===== src/rtl/mux_8by1_rr_arbiter.sv =====
// mux_8by1_rr_arbiter: round-robin grant sequencer driving the select of an 8:1 single-bit mux
module mux_8by1_rr_arbiter #(
    parameter int NUM_REQ  = 8,
    parameter int SEL_W    = $clog2(NUM_REQ),
    parameter int MAX_HOLD = 4,
    parameter int CNT_W    = $clog2(MAX_HOLD + 1)
) (
    input  logic               clk_i,
    input  logic               rst_i,
    input  logic [NUM_REQ-1:0] req_i,
    input  logic [NUM_REQ-1:0] i_i,
    output logic [NUM_REQ-1:0] gnt_o,
    output logic [SEL_W-1:0]   sel_o,
    output logic               valid_o,
    output logic               y_o
);
    typedef enum logic {IDLE, GRANT} state_t;
    state_t             state_q, state_d;
    logic [SEL_W-1:0]   ptr_q, ptr_d, sel_q, sel_d, base, win;
    logic [CNT_W-1:0]   cnt_q, cnt_d;
    logic [NUM_REQ-1:0] gnt_q, gnt_d;
    logic               valid_q, valid_d, found, rel;
    // Priority search: on a release it starts just past the current grant, otherwise at ptr.
    always_comb begin
        base  = (state_q == GRANT) ? sel_q + 1'b1 : ptr_q;
        found = 1'b0;
        win   = '0;
        for (int k = 0; k < NUM_REQ; k++) begin
            if (!found && req_i[base + SEL_W'(k)]) begin
                found = 1'b1;
                win   = base + SEL_W'(k);
            end
        end
    end
    // Next state: grant from idle, hold while the grant lasts, re-arbitrate on release with no bubble.
    always_comb begin
        state_d = state_q;
        ptr_d   = ptr_q;
        cnt_d   = cnt_q;
        sel_d   = sel_q;
        gnt_d   = gnt_q;
        valid_d = valid_q;
        rel     = !req_i[sel_q] || (cnt_q == CNT_W'(MAX_HOLD));
        if (state_q == GRANT && !rel) begin
            cnt_d = cnt_q + 1'b1;
        end else if (state_q == GRANT || found) begin
            if (state_q == GRANT) ptr_d = base;
            if (found) begin
                state_d = GRANT;
                sel_d   = win;
                gnt_d   = NUM_REQ'(1) << win;
                valid_d = 1'b1;
                cnt_d   = CNT_W'(1);
            end else begin
                state_d = IDLE;
                gnt_d   = '0;
                valid_d = 1'b0;
                cnt_d   = '0;
            end
        end
    end
    // State registers; reset clears every output at once without waiting for a clock.
    always_ff @(posedge clk_i or posedge rst_i) begin
        if (rst_i) begin
            state_q <= IDLE;
            ptr_q   <= '0;
            cnt_q   <= '0;
            sel_q   <= '0;
            gnt_q   <= '0;
            valid_q <= 1'b0;
        end else begin
            state_q <= state_d;
            ptr_q   <= ptr_d;
            cnt_q   <= cnt_d;
            sel_q   <= sel_d;
            gnt_q   <= gnt_d;
            valid_q <= valid_d;
        end
    end
    assign gnt_o   = gnt_q;
    assign sel_o   = sel_q;
    assign valid_o = valid_q;
    assign y_o     = valid_q & i_i[sel_q];
endmodule


===== config.mk =====
export PLATFORM = sky130hd
export DESIGN_NAME = mux_8by1_rr_arbiter
export DESIGN_NICKNAME = d
export VERILOG_FILES = /design/src/rtl/mux_8by1_rr_arbiter.sv
export SDC_FILE = /design/constraint.sdc
export NUM_CORES = 1
export LEC_CHECK = 0
export ABC_AREA = 1
export BUFFER_PORTS_ARGS = -buffer_cell sky130_fd_sc_hd__buf_2
export CELL_PAD_IN_SITES_DETAIL_PLACEMENT = 0
export CELL_PAD_IN_SITES_GLOBAL_PLACEMENT = 1
export CORE_MARGIN = 2
export CORE_UTILIZATION = 35
export CTS_CLUSTER_DIAMETER = 40
export CTS_CLUSTER_SIZE = 8
export DETAILED_ROUTE_END_ITERATION = 10
export PLACE_DENSITY = 0.83
export RECOVER_POWER = 100
export REMOVE_ABC_BUFFERS = 1
export SLEW_MARGIN = 30
export SYNTH_ARGS = -nofsm -noshare
export SYNTH_HDL_FRONTEND = slang
export SYNTH_SLANG_ARGS = --single-unit
export TNS_END_PERCENT = 100

===== constraint.sdc =====
create_clock -name clk_i -period 3.9 [get_ports clk_i]
set_input_delay 0.78 -clock clk_i [delete_from_list [all_inputs] [get_ports clk_i]]
set_output_delay 0.78 -clock clk_i [all_outputs]
set_load 0.01 [all_outputs]

* After elaboration in Yosys (flattened, before gate mapping) *
Cells that the tools add are included.

storage, ports and cells
  output and inout port bits = 13
  bits of input ports = 18
  bits in registers = 18

operators by class
  mux-type cells = 42
  bitwise logic cells = 2
  eq/ne operators = 1
  shift-type cells = 1
  reductions and logical operators = 23
  order comparisons = 9
  $add $sub $neg = 9

operator list
  operator               count
  $lt A3 B4 Y1 const B   9
  $mux W3                11
  $bmux W1 S3            10
  $mux W1                20
  $add A3 B3 Y3 const B  4
  $add A3 B1 Y3 const B  3
  $logic_not A1 Y1       9
  $logic_and A1 B1 Y1    8
  $mux W8                1
  $shl A1 B3 Y8 const A  1
  $add A3 B2 Y3 const B  2
  $reduce_and A3 Y1      2
  $eq A3 B3 Y1 const B   1
  $logic_or A1 B1 Y1     2
  $reduce_and A2 Y1      1
  $reduce_bool A2 Y1     1
  $and A1 B1 Y1          1
  $not A1 Y1             1

* Longest topological paths before layout *
  depth in word-level cells = 29
  mapped depth = 23
  gate-level depth less buffers = 22

* Worst setup path before layout *
No wires, ideal clock.

  kind = reg-to-reg
  start point = register sel_q[0] (netlist: sel_o[0])
  end point = register gnt_q[5] (netlist: gnt_o[5])
  arrival time = 2.661 ns
  cell stages (with the launch flop) = 19
  buffers on the path = 1
  setup slack = 1.123 ns
  clock period less this slack = 2.777 ns
  cells stage by stage = dfrtp_1 > ha_1 > nand2_1 > nand2_2 > buf_4 > ha_1 > inv_1 > nand3_1 > nand2_1 > nand2_1 > nand2_1 > nor2_4 > nand4_4 > nor2_8 > nand3_1 > nand2_2 > a21oi_2 > nand2_1 > nand2_1

on the way
  longest elaborated chain between the ends = 28
  elaborated cells between the ends (all ways) = 66
  classes of those cells = add/sub (8); shift (1); mux (36); bitwise (1); reduce/logical (20)

RTL lines
  item                                                                    RTL line  RTL
  start, declared                                                         19        logic [SEL_W-1:0] ptr_q, ptr_d, sel_q, sel_d, base, win;
  start signal, assigned                                                  75        sel_q <= sel_d;
  $add A3 B1 Y3 *                                                         25        base = (state_q == GRANT) ? sel_q + 1'b1 : ptr_q;
  $mux W3 *                                                               25
  net base[1]                                                             19
  parallel branches: the longest is 26 deep, another holds $add A3 B1 Y3  -
  end signal, assigned                                                    76        gnt_q <= gnt_d;
  end, declared                                                           21        logic [NUM_REQ-1:0] gnt_q, gnt_d;

Mark *: on every way through the listed nets, which the timed path passes. The select of a mux whose other input is x is not followed.
A chain may end at the register's enable or synchronous reset.

* Worst setup path in the final report *
  start point = register sel_q[0] (netlist: sel_o[0])
  end point = register gnt_q[6] (netlist: gnt_o[6])

on the way
  longest elaborated chain between the ends = 28
  elaborated cells between the ends (all ways) = 66
  classes of those cells = add/sub (8); shift (1); mux (36); bitwise (1); reduce/logical (20)

RTL lines
  item
  parallel branches: the longest is 28 deep, another holds $add A3 B1 Y3

Several ways; the timed one is not identified. The select of a mux whose other input is x is not followed.

==> metrics.md <==
| Metric | Value |
|---|---|
| Slew @ Worst Pin | `0.669 ns` |
| Post-synth EDFFs | `0` |
| Area contributors post-synth | `nand2_1 24%, dfrtp_1 21%, nand3_1 11%, nand2_2 5.3%, inv_1 4.9%` |
| Post-cts hold buffer count | `0` |
| Hold crit path type | `reg -> reg` |
| Min-Delay Endpoint | `gnt_o[2]` |
| Reg2reg setup slack | `0.60 ns` |
| Total CTS buffers | `3` |
| Cts repair resizes | `0` |
| Clock Sinks | `18` |
| Worst r2r src | `sel_o[0]` |
| Yosys top cell by area | `nand2_1` |
| Starting DRC count in detailed routing | `195` |
| Clk pin slew, worst setup/hold paths | `0.06 ns` |
| Reg2Reg Depth | `18` |
| Clock buffer depth | `2` |
| Postcts setup bufs | `0` |
| Synth-to-Final Area Change | `9.25%` |
| Startpoint Class | `flop` |
| Finished Core Util | `39.4%` |
| Fill count | `671` |
| FF+latch count, synth | `18` |
| Via density | `5.03` |
| Die area | `6750 sq um` |
| Ys async rst share | `100%` |
| Vias | `2267` |
| Period minus WS final | `3.30 ns` |
| Kind of end point of the critical path | `flop` |
| Average size of a mapped cell | `6.11 sq um` |
| Skew final | `0.00282 ns` |
| Max-slew violations | `0` |
| DP HPWL | `4620 um` |
| Antenna violations before repair | `0` |
| Antenna-violating nets left | `0` |
| First-pass GRT wire length | `9760 um` |
| Required @ worst endpoint | `4.04 ns` |
| Worst setup startpoint | `sel_o[0]` |
| Reg-to-Reg End | `gnt_o[6]` |
| Root Driver | `clkbuf_8` |
| Placed cell areas | `2310 sq um` |
| Nets | `400` |
| Setup violators final | `0` |
| Cell area after layout | `2330 sq um` |
| Vias in the first global route | `2114` |
| Core box area | `5920 sq um` |
| Mapped Cells | `350` |
| Final Cycle Share | `84.5%` |
| Mapped cell area | `2140 sq um` |
| CTS tree | `done` |
| Die W | `82.1 um` |
| Fraction of layout cells with a size suffix above 1 | `19.4%` |
| Initial Util | `36.1%` |
| Final TNS setup | `0 ns` |
| Chip height | `82.1 um` |
| Ys Warns | `0` |
| Rel. slew slack | `55.4%` |
| RePlAce Congestion | `0.856` |
| Worst Path Max Fanout | `15` |
| Row count | `28` |
| Top-area cell type share of the netlist area | `23.7%` |
| Worst Hold Launch | `gnt_o[2]` |
| Pre-antenna DRT Iters | `4` |
| H-tree Lvls | `1` |
| Hold Path Cell Cnt | `2` |
| Clock Latency Late Sink | `0.25 ns` |
| IO Count | `31` |
| Max-Cap Viols | `0` |
| Register area share after synthesis | `21.1%` |
| Distinct cell type count after synthesis | `34` |
| IO buf count | `30` |
| GR Util All Layers | `18.5%` |
| # DRC | `0` |
| Drt total wl | `5680 um` |
| Outcome | `complete, no violations` |
| Post-synth top flop | `dfrtp_1` |
| Worst setup path category | `reg -> reg` |
| Largest net degree at the start of global routing | `23` |
| Fmax | `0.303 GHz` |
| Worst path arrival time | `3.43 ns` |
| Routed length per instance | `12.6 um` |
| RSZ-0062 raised after global routing | `false` |
| Grt ovf | `0` |
| Final-report hold violation count | `0` |
| N_diodes | `0` |
placed cells by master (no fill, tap or decap), types with 2 or more instances in the layout:
| cell | n |
|---|---|
| nand2_1 | 136 |
| nand3_1 | 46 |
| inv_1 | 28 |
| nor2_1 | 19 |
| buf_2 | 19 |
| dfrtp_1 | 18 |
| nand2_2 | 17 |
| o21ai_0 | 17 |
| clkbuf_1 | 12 |
| nand3_2 | 10 |
| nand4_1 | 8 |
| inv_2 | 7 |
| nand2_4 | 4 |
| a21oi_1 | 4 |
| ha_1 | 4 |
| nor2_4 | 3 |
| nor2_2 | 3 |
| clkbuf_8 | 3 |
| o211ai_1 | 2 |
| o22ai_1 | 2 |
area by class of cell:
| cell class | count | area, sq um | area share, % |
|---|---|---|---|
| clock buffers | 3 | 41.3 | 1.77 |
| multi-input cells | 286 | 1460 | 62.5 |
| flip-flops and latches | 18 | 450 | 19.3 |
| repair buffers | 32 | 148 | 6.32 |
| inverters | 37 | 141 | 6.06 |
| well taps | 75 | 93.8 | 4.02 |
worst max-delay path, cell delays in order (launching register included):
cell      delay [ns]
dfrtp_1         0.34
clkbuf_1        0.52
inv_2           0.16
nand2_1         0.10
nand2_1         0.11
ha_1            0.44
inv_1           0.13
nand3_1         0.10
nand2_1         0.07
nand2_1         0.09
nand2_1         0.12
nor2_4          0.13
nand4_4         0.11
nor2_8          0.15
nand3_1         0.08
nand2_1         0.29
a21oi_2         0.11
nand2_1         0.09
nand2_1         0.05
cells by family after synthesis:
group                    after synthesis  synth area share (%)
AO/OA/AOI/OAI                         30                  7.90
XOR/XNOR                               1                 0.410
AND/OR/NAND/NOR                      251                  57.8
adder cells (fa/ha/maj)                4                  2.34
buffers and inverters                 46                  10.5
flip-flops                            18                  21.1
worst max-delay path by stage:
stage	endpoint	slack (ns)
global route	gnt_o[6]	0.27
CTS	gnt_o[6]	0.79
floorplan	gnt_o[5]	1.07
finish	gnt_o[6]	0.60
detailed placement	gnt_o[6]	0.81
global placement	gnt_o[2]	0.84
per-layer routing:
layer	global-route usage [%]	vias up	share of wire, %
met5	0	-	0
met4	4.17	0	0.85
met3	0.978	6	2.7
met2	29.9	35	46
met1	27.0	1046	51
li1	-	1180	-
metrics by stage:
stage	setup WS (ns)	hold WS [ns]	cells
CTS	0.787	0.480	451
floorplan	1.07	0.445	341
global route	0.267	0.494	451
global placement	0.836	0.461	448
finish	0.604	0.474	451
detailed placement	0.806	0.461	448
synth_stat cells (4+ instances only):
cell type	n
a21oi_1	4
buf_4	4
dfrtp_1	18
ha_1	4
inv_1	28
inv_2	7
nand2_1	135
nand2_2	18
nand2_4	4
nand3_1	46
nand3_2	10
nand4_1	8
nor2_1	19
o21ai_0	15
sequential cells by signal, summed over array words and instances, names as in the netlist:
register,cells
sel_o,3
cnt_q,3
valid_o,1
ptr_q,3
gnt_o,8
Power is left out: the tool's default activity adds up to more than one toggle a clock period on the data nets, which glitch-free logic cannot reach.
